**src/rtl/saida_bcd_conv.sv**
```systemverilog
// Sequential binary-to-BCD converter (double dabble, one bit per clock) feeding the Saida display.
// Captures ValorSaida on EnableOut, keeps a one-deep pending request, commits digits atomically.
module saida_bcd_conv #(
    parameter int         WIDTH  = 32,
    parameter int         DIGITS = 4,
    parameter logic [3:0] BLANK  = 4'b1110
) (
    input  logic                  Clock,
    input  logic                  Reset_n,
    input  logic [WIDTH-1:0]      ValorSaida,
    input  logic                  EnableOut,
    output logic [4*DIGITS-1:0]   Digits,
    output logic                  Busy,
    output logic                  Valid,
    output logic                  Overflow
);

    localparam int BW = 4 * DIGITS;
    localparam int CW = $clog2(WIDTH + 1);

    typedef enum logic {
        IDLE,
        SHIFT
    } state_t;

    state_t            state;
    logic [WIDTH-1:0]  binReg;
    logic [WIDTH-1:0]  pendVal;
    logic              pending;
    logic [BW-1:0]     work;
    logic [BW-1:0]     workAdj;
    logic [BW-1:0]     workNext;
    logic              carryOut;
    logic              sticky;
    logic [CW-1:0]     count;

    // Add-3 on every digit >= 5 in parallel, then shift one binary bit in.
    always_comb begin
        workAdj = work;
        for (int unsigned i = 0; i < DIGITS; i++) begin
            if (work[4*i +: 4] >= 4'd5)
                workAdj[4*i +: 4] = work[4*i +: 4] + 4'd3;
        end
        carryOut = workAdj[BW-1];
        workNext = {workAdj[BW-2:0], binReg[WIDTH-1]};
    end

    always_ff @(posedge Clock or negedge Reset_n) begin
        if (!Reset_n) begin
            state    <= IDLE;
            binReg   <= '0;
            pendVal  <= '0;
            pending  <= 1'b0;
            work     <= '0;
            sticky   <= 1'b0;
            count    <= '0;
            Digits   <= {DIGITS{BLANK}};
            Busy     <= 1'b0;
            Valid    <= 1'b0;
            Overflow <= 1'b0;
        end else begin
            Valid <= 1'b0;
            case (state)
                IDLE: begin
                    // A fresh request takes priority over the stored one; either way pending clears.
                    if (EnableOut || pending) begin
                        binReg  <= EnableOut ? ValorSaida : pendVal;
                        work    <= '0;
                        sticky  <= 1'b0;
                        count   <= CW'(WIDTH);
                        pending <= 1'b0;
                        Busy    <= 1'b1;
                        state   <= SHIFT;
                    end
                end
                SHIFT: begin
                    if (EnableOut) begin
                        pendVal <= ValorSaida;
                        pending <= 1'b1;
                    end
                    work   <= workNext;
                    binReg <= {binReg[WIDTH-2:0], 1'b0};
                    sticky <= sticky | carryOut;
                    count  <= count - 1'b1;
                    if (count == CW'(1)) begin
                        Digits   <= workNext;
                        Overflow <= sticky | carryOut;
                        Valid    <= 1'b1;
                        Busy     <= 1'b0;
                        state    <= IDLE;
                    end
                end
                default: state <= IDLE;
            endcase
        end
    end

endmodule
```
**config.mk**
```make
export PLATFORM = sky130hd
export DESIGN_NAME = saida_bcd_conv
export DESIGN_NICKNAME = d
export VERILOG_FILES = /design/src/rtl/saida_bcd_conv.sv
export SDC_FILE = /design/constraint.sdc
export NUM_CORES = 1
export LEC_CHECK = 0
export CAP_MARGIN = 20
export CORE_MARGIN = 2
export CORE_UTILIZATION = 32
export DETAILED_ROUTE_END_ITERATION = 10
export GPL_TIMING_DRIVEN = 0
export SLEW_MARGIN = 20
export SYNTH_ARGS = -nofsm -noshare
export SYNTH_HDL_FRONTEND = slang
export SYNTH_SLANG_ARGS = --single-unit
```
**constraint.sdc**
```tcl
create_clock -name Clock -period 1.95 [get_ports Clock]
set_input_delay 0.4875 -clock Clock [delete_from_list [all_inputs] [get_ports Clock]]
set_output_delay 0.4875 -clock Clock [all_outputs]
set_load 0.1 [all_outputs]
```
==> impl_metrics.yaml <==
status:
  status: "finished clean"
global_routing:
  grt_pass1_wl_um: 19500
  grt_usage: 0.149
  antenna_found_initial: 0
  grt_pass1_vias: 3791
  grt_max_degree: 63
  grt.overflow.total: 0
yosys:
  synthMuxAreaShare: 0.148
  synth_nets: 509
  syn_area_um2: 5050
  yosysMostFrequentCell: "dfrtp_1"
  netlist-cell-type-count: 33
  synth_area_leaders: "dfrtp_1 48%, mux2_2 8.0%, dfstp_2 6.2%"
  synth_edf_count: 0
  synth_compound_area_frac: 0.141
  ys_ff_latch: 108
  seq_area_frac_synth: 0.538
  syn_area_per_cell_um2: 10.9
  synth_xor_xnor_area_share: 0.0121
  synth_largest_area_cell: "dfrtp_1"
  synth_top_area_frac: 0.475
  yosys_warnings: 0
  synth_simple_gate_area_frac: 0.0986
  synth_top_family_by_area: "multiplexers"
  async_reset_ff_frac: 1.00
  synth_common_cells: "96 x dfrtp_1, 51 x nand2_1, 48 x o21ai_0"
  ys.flop_type: "dfrtp_1"
  synth_cells: 464
  synthAdderAreaFrac: 0.0248
sta:
  finalHoldViolCount: 0
  timing.hold.ws_ps: 65.0
  setup-violations-final: 0
  tightest_slew_ps: 627
  period_minus_slack_ps: 1910
  period_share: 0.980
  grt_setup_unrepaired: "no"
  drv_slew: 0
  fmax_ghz: 0.523
  skew_ps: 5.46
  slew-limit-headroom: 0.582
worst_setup_path:
  critPathKind: "reg2out"
  crit_arrival_ps: 1420
  startpoint_type: "register"
  critPathMaxStageDelay_ps: 540
  crit_buf_inv: 1
  critical_path.top_delay_family: "flip-flops"
  cp_max_fo: 2
  critPathCaptureType: "output port"
  worstPathCellList: "clkdlybuf4s18_2"
  slowest_stage: "dfstp_2"
  startpoint: "Digits[6]"
  cp.required_ps: 1460
  reg2reg_from: "state"
run:
  maxCapViolations: 0
cells_and_area:
  seqCellArea_um2: 2720
  final.fill_count: 1508
  post-route-util: 0.404
  syn2layout_area_growth_pct: 22.5
  fin_area_um2: 6190
  drive_gt1_frac: 0.213
  layout.nets: 574
  multi_input_area_um2: 2140
  n_antenna_cell: 0
detailed_routing:
  drc: 0
  via_per_inst: 4.87
  drt-pass1-iter-count: 4
  vias: 3628
  wl_per_cell_um: 15.5
  drtAntennaViolNets: 0
  routed_wl_um: 11500
  drt-initial-drc-count: 193
floorplanning:
  dieHeight_um: 130
  ios: 54
  fp.dieW_um: 130
  fp.coreArea_um2: 15300
  fp-row-count: 45
  dieArea_um2: 16800
  initial_core_util: 0.330
pwr:
  worst_ir_drop_vdd_uv: 547
  p_leak_nw: 2.82
  p_per_area_nw_per_um2: 1430
cts:
  clk_pin_slew_ps: 70
  ctsRootBufferMaster: "clkbuf_16"
  clock_path_buffers: 2
  ctsHoldBuffers: 0
  cts_tree: "done"
  post_cts_buffers: 0
  cts_buffers: 9
  clkSinkCount: 108
  htree_levels: 3
  clk-insertion-delay-late_ps: 340
placement:
  place.gp.congestion: 0.789
  dp_hpwl_um: 8180
  numPortBuffers: 53
  place_area_um2: 5880
min_path:
  min_path_type: "in2async"
==> stage by stage <==
| step | setup WS (ps) | cells | total power, mW | TNS, ps |
|---|---|---|---|---|
| floorplan | 407 | 464 | 6.17 | 0 |
| global placement | -3710 | 728 | 6.91 | -391790 |
| detailed placement | -225 | 729 | 7.08 | -9590 |
| CTS | 5.13 | 745 | 8.92 | 0 |
| global route | 1.39 | 745 | 9.40 | 0 |
| finish | 39.4 | 745 | 8.83 | 0 |
==> repair_timing <==
| action | CTS | global route |
|---|---|---|
| setup endpoints to repair | 19 | 11 |
| resized for setup | 57 | 12 |
| gates cloned | 0 | 0 |
==> path summary, 6_finish.rpt <==
path / endpoint / slack, ps / cells past startpoint
max: Digits[6] / 40 / 1
max reg2reg: binReg[26] / 250 / 5
min reg2reg: Digits[7] / 480 / 2
min: work[3] / 60 / 1
min in group Clock: Digits[7] / 480 / 2
max in group asynchronous: Digits[13] / 1180 / 2
==> sequential cells by signal, summed over array words and instances, names as in the netlist <==
register and count:
Busy 1, Digits 16, Overflow 1, Valid 1
binReg 32, count 6, pendVal 32, pending 1
state 1, sticky 1, work 16
==> layer usage <==
metal	global-route usage	share of wire
met5	0	0
met3	0.0334	0.030
met4	0.0361	0.012
met2	0.256	0.50
met1	0.191	0.46
==> layout by cell type, fill, tap and decap left out, types with 2 or more instances in the layout <==
master            n
dfrtp_1          96
nand2_1          51
o21ai_0          48
nor2_1           42
a21oi_1          41
mux2_2           36
clkdlybuf4s50_1  33
mux2i_1          22
buf_2            16
a22oi_1          14
a22o_1           13
dfstp_2          12
inv_1            11
ha_1             10
clkbuf_16         9
clkdlybuf4s15_2   9
clkdlybuf4s18_2   9
clkbuf_1          8
mux2_4            8
nand2b_1          6
xnor2_1           6
nor3b_1           4
buf_1             3
clkinvlp_4        3
clkinv_4          2
o21ai_1           2
a21o_1            2
a211oi_1          2
nor3_1            2
==> power breakdown <==
group          total (mW)  internal (mW)  switching, mW
Sequential           3.49           2.98          0.513
Clock                1.86           1.03          0.828
Combinational        3.48           1.31           2.16
Total                8.83           5.32           3.51
==> kinds of logic (layout without fill, tap and decap cells) <==
logic type | Yosys count | after routing
AOI/OAI and AO/OA | 123 | 123
and+or+nand+nor | 110 | 110
DFF | 108 | 108
muxes | 66 | 66
buffers and inverters | 40 | 110
adders and majority gates | 10 | 10
xor gates and xnor gates | 7 | 7
==> cell type report <==
cell class,instances,area share
plain buffers,28,0.0235
clock inverters,5,0.00991
clock buffers,11,0.0392
multi-input cells,316,0.346
inverters,12,0.00809
repair buffers,54,0.0914
flip-flops and latches,108,0.439
well taps,211,0.0427
Power figures use the tool's default switching activity.
